## src/rtl/pipe_hazard_pkg.sv

```systemverilog
// Shared types and constants for the pipeline hazard controller.
// The optional stall counter is built only when STALL_CNT_EN is defined.
package pipe_hazard_pkg;

    localparam int          REG_AW_DEF = 5;
    localparam logic [31:0] NOP_INSTR  = 32'h00000013;

    typedef enum logic [1:0] {
        ST_RUN  = 2'd0,
        ST_WAIT = 2'd1,
        ST_ERR  = 2'd2
    } hz_state_e;

    typedef struct packed {
        logic pc_load;
        logic ifid_load;
        logic ifid_flush;
        logic idex_load;
        logic idex_flush;
        logic exmem_load;
        logic memwb_load;
        logic memwb_flush;
    } hz_ctrl_t;

    function automatic hz_ctrl_t ctrl_all_load();
        hz_ctrl_t c;
        c             = '0;
        c.pc_load     = 1'b1;
        c.ifid_load   = 1'b1;
        c.idex_load   = 1'b1;
        c.exmem_load  = 1'b1;
        c.memwb_load  = 1'b1;
        return c;
    endfunction

endpackage

```

## src/rtl/pipe_hazard_ctrl_if.sv

```systemverilog
// Pipeline-side bundle of the hazard controller: hazard sources in, register controls out.
// master = pipeline datapath, slave = pipe_hazard_ctrl. Signals are level-sampled every cycle; there is no handshake.
interface pipe_hazard_ctrl_if #(
    parameter int REG_AW = 5,
    parameter int CNT_W  = 32
);
    logic              idex_mem_read;
    logic [REG_AW-1:0] idex_rd;
    logic [REG_AW-1:0] ifid_rs1;
    logic [REG_AW-1:0] ifid_rs2;
    logic              ifid_use_rs1;
    logic              ifid_use_rs2;
    logic              branch_taken;
    logic              dmem_req;
    logic              dmem_ready;

    logic              pc_load;
    logic              ifid_load;
    logic              ifid_flush;
    logic              idex_load;
    logic              idex_flush;
    logic              exmem_load;
    logic              memwb_load;
    logic              memwb_flush;
    logic              mem_err;
    logic [CNT_W-1:0]  stall_cnt;
    logic [1:0]        state_dbg;

    modport master (
        output idex_mem_read, idex_rd, ifid_rs1, ifid_rs2, ifid_use_rs1, ifid_use_rs2,
               branch_taken, dmem_req, dmem_ready,
        input  pc_load, ifid_load, ifid_flush, idex_load, idex_flush, exmem_load,
               memwb_load, memwb_flush, mem_err, stall_cnt, state_dbg
    );

    modport slave (
        input  idex_mem_read, idex_rd, ifid_rs1, ifid_rs2, ifid_use_rs1, ifid_use_rs2,
               branch_taken, dmem_req, dmem_ready,
        output pc_load, ifid_load, ifid_flush, idex_load, idex_flush, exmem_load,
               memwb_load, memwb_flush, mem_err, stall_cnt, state_dbg
    );

endinterface

```

## src/rtl/pipe_hazard_ctrl_lu_cmp.sv

```systemverilog
// Load-use detector: the load in EX writes a register the instruction in ID reads.
module hazard_lu_cmp
    import pipe_hazard_pkg::*;
#(
    parameter int REG_AW = REG_AW_DEF
) (
    input  logic              idex_mem_read,
    input  logic [REG_AW-1:0] idex_rd,
    input  logic [REG_AW-1:0] ifid_rs1,
    input  logic [REG_AW-1:0] ifid_rs2,
    input  logic              ifid_use_rs1,
    input  logic              ifid_use_rs2,
    output logic              lu
);

    // x0 is hardwired to zero, so a load targeting it can never feed a consumer.
    assign lu = idex_mem_read && (idex_rd != '0) &&
                ((ifid_use_rs1 && (ifid_rs1 == idex_rd)) ||
                 (ifid_use_rs2 && (ifid_rs2 == idex_rd)));

endmodule

```

## src/rtl/pipe_hazard_ctrl.sv

```systemverilog
// Pipeline hazard controller: load-use stall, branch flush, data-memory freeze with timeout.
// Define STALL_CNT_EN to build the saturating stall-cycle counter.
module pipe_hazard_ctrl
    import pipe_hazard_pkg::*;
#(
    parameter int REG_AW  = REG_AW_DEF,
    parameter int TIMEOUT = 16,
    parameter int CNT_W   = 32
) (
    input  logic               clk,
    input  logic               rst,
    pipe_hazard_ctrl_if.slave  hz
);

    localparam int WCW = (TIMEOUT > 2) ? $clog2(TIMEOUT) : 1;

    hz_state_e      state_q, state_d;
    logic [WCW-1:0] wait_cnt_q, wait_cnt_d;
    logic           mem_err_q, mem_err_d;
    logic           lu, freeze;
    hz_ctrl_t       ctrl;

    hazard_lu_cmp #(.REG_AW(REG_AW)) u_lu_cmp (
        .idex_mem_read (hz.idex_mem_read),
        .idex_rd       (hz.idex_rd),
        .ifid_rs1      (hz.ifid_rs1),
        .ifid_rs2      (hz.ifid_rs2),
        .ifid_use_rs1  (hz.ifid_use_rs1),
        .ifid_use_rs2  (hz.ifid_use_rs2),
        .lu            (lu)
    );

    assign freeze = hz.dmem_req && !hz.dmem_ready;

    // A branch held by a frozen EX stage is flushed in the first cycle after the freeze lifts.
    always_comb begin
        ctrl = '0;
        if (!rst || state_q == ST_ERR) begin
            ctrl = '0;
        end else if (freeze) begin
            ctrl.memwb_load  = 1'b1;
            ctrl.memwb_flush = 1'b1;
        end else if (hz.branch_taken) begin
            ctrl            = ctrl_all_load();
            ctrl.ifid_flush = 1'b1;
            ctrl.idex_flush = 1'b1;
        end else if (lu) begin
            ctrl.idex_load  = 1'b1;
            ctrl.idex_flush = 1'b1;
            ctrl.exmem_load = 1'b1;
            ctrl.memwb_load = 1'b1;
        end else begin
            ctrl = ctrl_all_load();
        end
    end

    always_comb begin
        state_d    = state_q;
        wait_cnt_d = wait_cnt_q;
        mem_err_d  = mem_err_q;
        case (state_q)
            ST_RUN: begin
                if (freeze) begin
                    state_d    = ST_WAIT;
                    wait_cnt_d = WCW'(1);
                end
            end
            ST_WAIT: begin
                if (!freeze) begin
                    state_d    = ST_RUN;
                    wait_cnt_d = '0;
                end else if (wait_cnt_q == WCW'(TIMEOUT - 1)) begin
                    state_d    = ST_ERR;
                    wait_cnt_d = '0;
                    mem_err_d  = 1'b1;
                end else begin
                    wait_cnt_d = wait_cnt_q + 1'b1;
                end
            end
            ST_ERR:  state_d = ST_ERR;
            default: state_d = ST_RUN;
        endcase
    end

    always_ff @(posedge clk or negedge rst) begin
        if (!rst) begin
            state_q    <= ST_RUN;
            wait_cnt_q <= '0;
            mem_err_q  <= 1'b0;
        end else begin
            state_q    <= state_d;
            wait_cnt_q <= wait_cnt_d;
            mem_err_q  <= mem_err_d;
        end
    end

`ifdef STALL_CNT_EN
    logic             stall;
    logic [CNT_W-1:0] stall_cnt_q, stall_cnt_d;

    // Branch flushes are not stalls; only freeze and an unflushed load-use count.
    assign stall = (state_q != ST_ERR) && (freeze || (lu && !hz.branch_taken));

    always_comb begin
        stall_cnt_d = stall_cnt_q;
        if (stall && (stall_cnt_q != '1)) stall_cnt_d = stall_cnt_q + 1'b1;
    end

    always_ff @(posedge clk or negedge rst) begin
        if (!rst) stall_cnt_q <= '0;
        else      stall_cnt_q <= stall_cnt_d;
    end

    assign hz.stall_cnt = stall_cnt_q;
`else
    assign hz.stall_cnt = '0;
`endif

    assign hz.pc_load     = ctrl.pc_load;
    assign hz.ifid_load   = ctrl.ifid_load;
    assign hz.ifid_flush  = ctrl.ifid_flush;
    assign hz.idex_load   = ctrl.idex_load;
    assign hz.idex_flush  = ctrl.idex_flush;
    assign hz.exmem_load  = ctrl.exmem_load;
    assign hz.memwb_load  = ctrl.memwb_load;
    assign hz.memwb_flush = ctrl.memwb_flush;
    assign hz.mem_err     = mem_err_q;
    assign hz.state_dbg   = state_q;

endmodule

```

## src/flat_wrapper.sv

```systemverilog
// flat-port wrapper written by rule: the top's interface ports become plain ports
module pipe_hazard_ctrl_flat import pipe_hazard_pkg::*;
#(
    parameter int REG_AW  = REG_AW_DEF,
    parameter int TIMEOUT = 16,
    parameter int CNT_W   = 32
)
  (clk, rst, hz_idex_mem_read, hz_idex_rd, hz_ifid_rs1, hz_ifid_rs2, hz_ifid_use_rs1, hz_ifid_use_rs2, hz_branch_taken, hz_dmem_req, hz_dmem_ready, hz_pc_load, hz_ifid_load, hz_ifid_flush, hz_idex_load, hz_idex_flush, hz_exmem_load, hz_memwb_load, hz_memwb_flush, hz_mem_err, hz_stall_cnt, hz_state_dbg);
  pipe_hazard_ctrl_if #(.REG_AW(REG_AW), .CNT_W(CNT_W)) hz_i ();
  input  logic clk;
  input  logic rst;
  input wire logic [$bits(hz_i.idex_mem_read)-1:0] hz_idex_mem_read;
  input wire logic [$bits(hz_i.idex_rd)-1:0] hz_idex_rd;
  input wire logic [$bits(hz_i.ifid_rs1)-1:0] hz_ifid_rs1;
  input wire logic [$bits(hz_i.ifid_rs2)-1:0] hz_ifid_rs2;
  input wire logic [$bits(hz_i.ifid_use_rs1)-1:0] hz_ifid_use_rs1;
  input wire logic [$bits(hz_i.ifid_use_rs2)-1:0] hz_ifid_use_rs2;
  input wire logic [$bits(hz_i.branch_taken)-1:0] hz_branch_taken;
  input wire logic [$bits(hz_i.dmem_req)-1:0] hz_dmem_req;
  input wire logic [$bits(hz_i.dmem_ready)-1:0] hz_dmem_ready;
  output wire logic [$bits(hz_i.pc_load)-1:0] hz_pc_load;
  output wire logic [$bits(hz_i.ifid_load)-1:0] hz_ifid_load;
  output wire logic [$bits(hz_i.ifid_flush)-1:0] hz_ifid_flush;
  output wire logic [$bits(hz_i.idex_load)-1:0] hz_idex_load;
  output wire logic [$bits(hz_i.idex_flush)-1:0] hz_idex_flush;
  output wire logic [$bits(hz_i.exmem_load)-1:0] hz_exmem_load;
  output wire logic [$bits(hz_i.memwb_load)-1:0] hz_memwb_load;
  output wire logic [$bits(hz_i.memwb_flush)-1:0] hz_memwb_flush;
  output wire logic [$bits(hz_i.mem_err)-1:0] hz_mem_err;
  output wire logic [$bits(hz_i.stall_cnt)-1:0] hz_stall_cnt;
  output wire logic [$bits(hz_i.state_dbg)-1:0] hz_state_dbg;
  assign hz_i.idex_mem_read = hz_idex_mem_read;
  assign hz_i.idex_rd = hz_idex_rd;
  assign hz_i.ifid_rs1 = hz_ifid_rs1;
  assign hz_i.ifid_rs2 = hz_ifid_rs2;
  assign hz_i.ifid_use_rs1 = hz_ifid_use_rs1;
  assign hz_i.ifid_use_rs2 = hz_ifid_use_rs2;
  assign hz_i.branch_taken = hz_branch_taken;
  assign hz_i.dmem_req = hz_dmem_req;
  assign hz_i.dmem_ready = hz_dmem_ready;
  assign hz_pc_load = hz_i.pc_load;
  assign hz_ifid_load = hz_i.ifid_load;
  assign hz_ifid_flush = hz_i.ifid_flush;
  assign hz_idex_load = hz_i.idex_load;
  assign hz_idex_flush = hz_i.idex_flush;
  assign hz_exmem_load = hz_i.exmem_load;
  assign hz_memwb_load = hz_i.memwb_load;
  assign hz_memwb_flush = hz_i.memwb_flush;
  assign hz_mem_err = hz_i.mem_err;
  assign hz_stall_cnt = hz_i.stall_cnt;
  assign hz_state_dbg = hz_i.state_dbg;
  pipe_hazard_ctrl #(.REG_AW(REG_AW), .TIMEOUT(TIMEOUT), .CNT_W(CNT_W)) u_core (.clk(clk), .rst(rst), .hz(hz_i));
endmodule
```

## config.mk

```make
export PLATFORM = sky130hd
export DESIGN_NAME = pipe_hazard_ctrl_flat
export DESIGN_NICKNAME = d
export VERILOG_FILES = /design/src/rtl/pipe_hazard_pkg.sv /design/src/rtl/pipe_hazard_ctrl_if.sv /design/src/rtl/pipe_hazard_ctrl_lu_cmp.sv /design/src/rtl/pipe_hazard_ctrl.sv /design/src/flat_wrapper.sv
export SDC_FILE = /design/constraint.sdc
export NUM_CORES = 1
export LEC_CHECK = 0
export ABC_AREA = 1
export BUFFER_PORTS_ARGS = -buffer_cell sky130_fd_sc_hd__buf_2
export CORE_MARGIN = 2
export CORE_UTILIZATION = 40
export DETAILED_ROUTE_END_ITERATION = 16
export PLACE_DENSITY = 0.8
export REMOVE_ABC_BUFFERS = 1
export SYNTH_ARGS = -nofsm -noshare
export SYNTH_HDL_FRONTEND = slang
export SYNTH_SLANG_ARGS = --single-unit
```

## constraint.sdc

```tcl
create_clock -name clk -period 1.5 [get_ports clk]
set_input_delay 0.3 -clock clk [delete_from_list [all_inputs] [get_ports clk]]
set_output_delay 0.3 -clock clk [all_outputs]
set_load 0.005 [all_outputs]
```

==> results.sh <==
export IMPL_grt_max_degree=8
export IMPL_cts_buffers_inserted=3
export IMPL_drt_vias_per_instance=4.13
export IMPL_syn_inst=140
export IMPL_met1_length_um=655
export IMPL_initial_core_util_pct=41.1
export IMPL_p_leak_nw=0.734
export IMPL_violations="setup timing"
export IMPL_critical_path_class="flop to output port"
export IMPL_fillers=227
export IMPL_dp_hpwl_mm=1.33
export IMPL_routed_top_layer="met4"
export IMPL_cpMostUsedCell="nand2_4"
export IMPL_clock_path_buffers=2
export IMPL_ys_flop_type="dfrtp_1"
export IMPL_final_cells=208
export IMPL_drc=0
export IMPL_drv_slew=0
export IMPL_rows=17
export IMPL_vias=860
export IMPL_hold_path_class="input pin to flop"
export IMPL_crit_path_end_kind="output port"
export IMPL_htreeDepth=1
export IMPL_port_buffers=33
export IMPL_max_freq_mhz=663
export IMPL_cts_clk_slew_worst_paths_ns=0.05
export IMPL_cts_sinks=7
export IMPL_worstPathMaxFanout=4
export IMPL_yosysMostFrequentCell="nand2_1"
export IMPL_core_um2=2150
export IMPL_status="finished, violations left"
export IMPL_grtUsageTotal_pct=13.6
export IMPL_grt_pass1_vias=678
export IMPL_cts_root_buf="clkbuf_4"
export IMPL_cap_viol_max_count=0
export IMPL_numPlacedInstances=200
export IMPL_fin_crit_sh_pct=101
export IMPL_grt_remaining_overflow=0
export IMPL_yosysUniqueCellTypes=24
export IMPL_place_congestion=0.796
export IMPL_drive_above_1_share_pct=30.0
export IMPL_totalPowerFinal_uw=472
export IMPL_ys_seq_area_share_pct=19.8
export IMPL_setup_viol=3
export IMPL_n_antenna_cell=0
export IMPL_die_area_um2=2600
export IMPL_post_route_util_pct=48.2
export IMPL_rsz0062_at_grt="true"
export IMPL_worstPathArrival_ns=1.21
export IMPL_synth_top_cells_by_count="nand2_1, buf_4, inv_1"
export IMPL_finalHoldViolations=0
export IMPL_yosys_area_top_type_share_pct=28.9
export IMPL_io_pin_count=66
export IMPL_intPower_uw=333
export IMPL_synth_edf_count=0
export IMPL_wirelength_mm=1.68
export IMPL_yosys_top_cells_area="buf_4, dfrtp_1, nand2_1"
export IMPL_pre_cts_slack_ns=0.0891
export IMPL_slowest_delay_ns=0.37
export IMPL_cts_tree="done"
export IMPL_wl_met2_um=782
export IMPL_peakVddDrop_mv=0.327
export IMPL_cp_top_family="simple AND/OR/NAND/NOR gates"
export IMPL_nets=205
export IMPL_synthArstFlopShare_pct=100
export IMPL_die_w_um=51.0
export IMPL_die_h_um=51.0
export IMPL_grt_first_pass_wirelength_mm=2.63
export IMPL_netlist_area_um2=883
export IMPL_finalClockSkew_ns=0.00537
export IMPL_drtPass1Iterations=4
export IMPL_fin_hold_ws_ns=0.383
export IMPL_wl_per_cell_um=8.06
export IMPL_cp_num_buf_inv=2
export IMPL_met3_length_um=211
export IMPL_switching_share_pct=29.5
export IMPL_p_switching_uw=139
export IMPL_area_growth_pct=17.3
export IMPL_p_per_area_nw_per_um2=455
export IMPL_synth_top_area_cell="buf_4"
export IMPL_grt_antenna_before_repair=0
export IMPL_pwr_share_seq_pct=40.1
export IMPL_slowest_stage="dfrtp_1"
export IMPL_avgSynthCellArea_um2=6.31
export IMPL_cp_start_kind="flop"
export IMPL_yosysWarnings=0
export IMPL_worstPathRequired_ns=1.20
export IMPL_drtIter0Drc=12
export IMPL_worst_slack_ns=-0.00922
export IMPL_min_period_ns=1.51
export IMPL_cp_cell_sequence="inv_2 > nand2_4 > nand2_4 > nor2_4 > nand2_2 > nand2_1 > buf_2"
export IMPL_clock_latency_ns=0.26
export IMPL_power_frac_clock_pct=36.3
export IMPL_combPwrFrac_pct=23.6
export IMPL_ant_nets=0
export IMPL_ys_ff_latch=7
routing by layer:
metal	up-vias	GRT usage [%]
met5	-	0
met4	0	6.76
met3	4	4.68
met2	50	23.8
met1	372	14.3
li1	434	-
flip-flops by register name, summed over array words and instances (netlist names):
register / flops
u_core.wait_cnt_q: 4
u_core.hz.state_dbg: 2
u_core.hz.mem_err: 1
final cells by class:
cell class,count,area [um^2],share of cell area (%)
multi-input combinational,104,489,47.2
sequential,7,175,16.9
inverter,26,97.6,9.42
timing repair buffer,39,213,20.5
tap,28,35.0,3.38
clock buffer,4,26.3,2.54
power by group through the flow:
stage               clock, mW  combinational (mW)  sequential, mW
CTS                     0.179               0.110           0.189
finish                  0.171               0.111           0.189
floorplan                   0              0.0596           0.192
global placement            0               0.105           0.192
detailed placement          0               0.106           0.192
global route            0.194               0.130           0.189
cell families (layout without fill, tap and decap cells):
family / after synthesis / after routing / synth area share (%)
and+or+nand+nor: 60 / 60 / 29.9
buffers and inverters: 60 / 69 / 39.9
AOI/OAI and AO/OA: 10 / 10 / 7.51
DFF: 7 / 7 / 19.8
adders and majority gates: 1 / 1 / 1.42
other: 1 / 32 / 0.425
xor gates and xnor gates: 1 / 1 / 0.992
final timing paths:
kind / startpoint / endpoint / slack [ns] / cells after the start
max in group asynchronous: rst / u_core.wait_cnt_q[0] / 0.85 / 3
min: hz_dmem_ready / u_core.hz.state_dbg[0] / 0.38 / 4
max reg2reg: u_core.hz.state_dbg[1] / u_core.wait_cnt_q[3] / 0.27 / 8
max: u_core.hz.state_dbg[0] / hz_ifid_load / -0.009 / 7
min reg2reg: u_core.hz.mem_err / u_core.hz.mem_err / 0.48 / 1
min in group asynchronous: rst / u_core.hz.state_dbg[1] / 0.53 / 3
tightest hold or removal path, cell delays in order:
cell and delay, ns:
buf_2 0.11, nor2_4 0.07, nand2_4 0.07, a21oi_1 0.04
per-stage QoR:
step	TNS (ns)	instance area (um^2)
2_1_floorplan	0	744
3_3_place_gp	0	960
3_5_place_dp	0	960
4_1_cts	-0.0861	1020
5_1_grt	-0.450	1040
6_report	-0.0213	1040
cell usage in the layout, fill, tap and decap left out, types with 2 or more instances in the layout:
cell and n:
nor3_1 2, inv_2 3, nand2_2 3, dfrtp_1 7, a21oi_1 2, nand2_4 3
nand2_1 35, nand3_1 5, buf_4 5, o21ai_0 2, nor2_1 9, nor2_4 2
buf_2 33, conb_1 32, clkbuf_4 3, inv_1 23
repair_timing:
item | CTS | global route
endpoints found under the setup margin | 4 | 6
resized for setup | 4 | 1
hold buffers | 1 | 0
setup buffers | 2 | 1
pin swaps | 3 | 2
hold endpoints to repair | 7 | 0
Power figures use the tool's default switching activity.
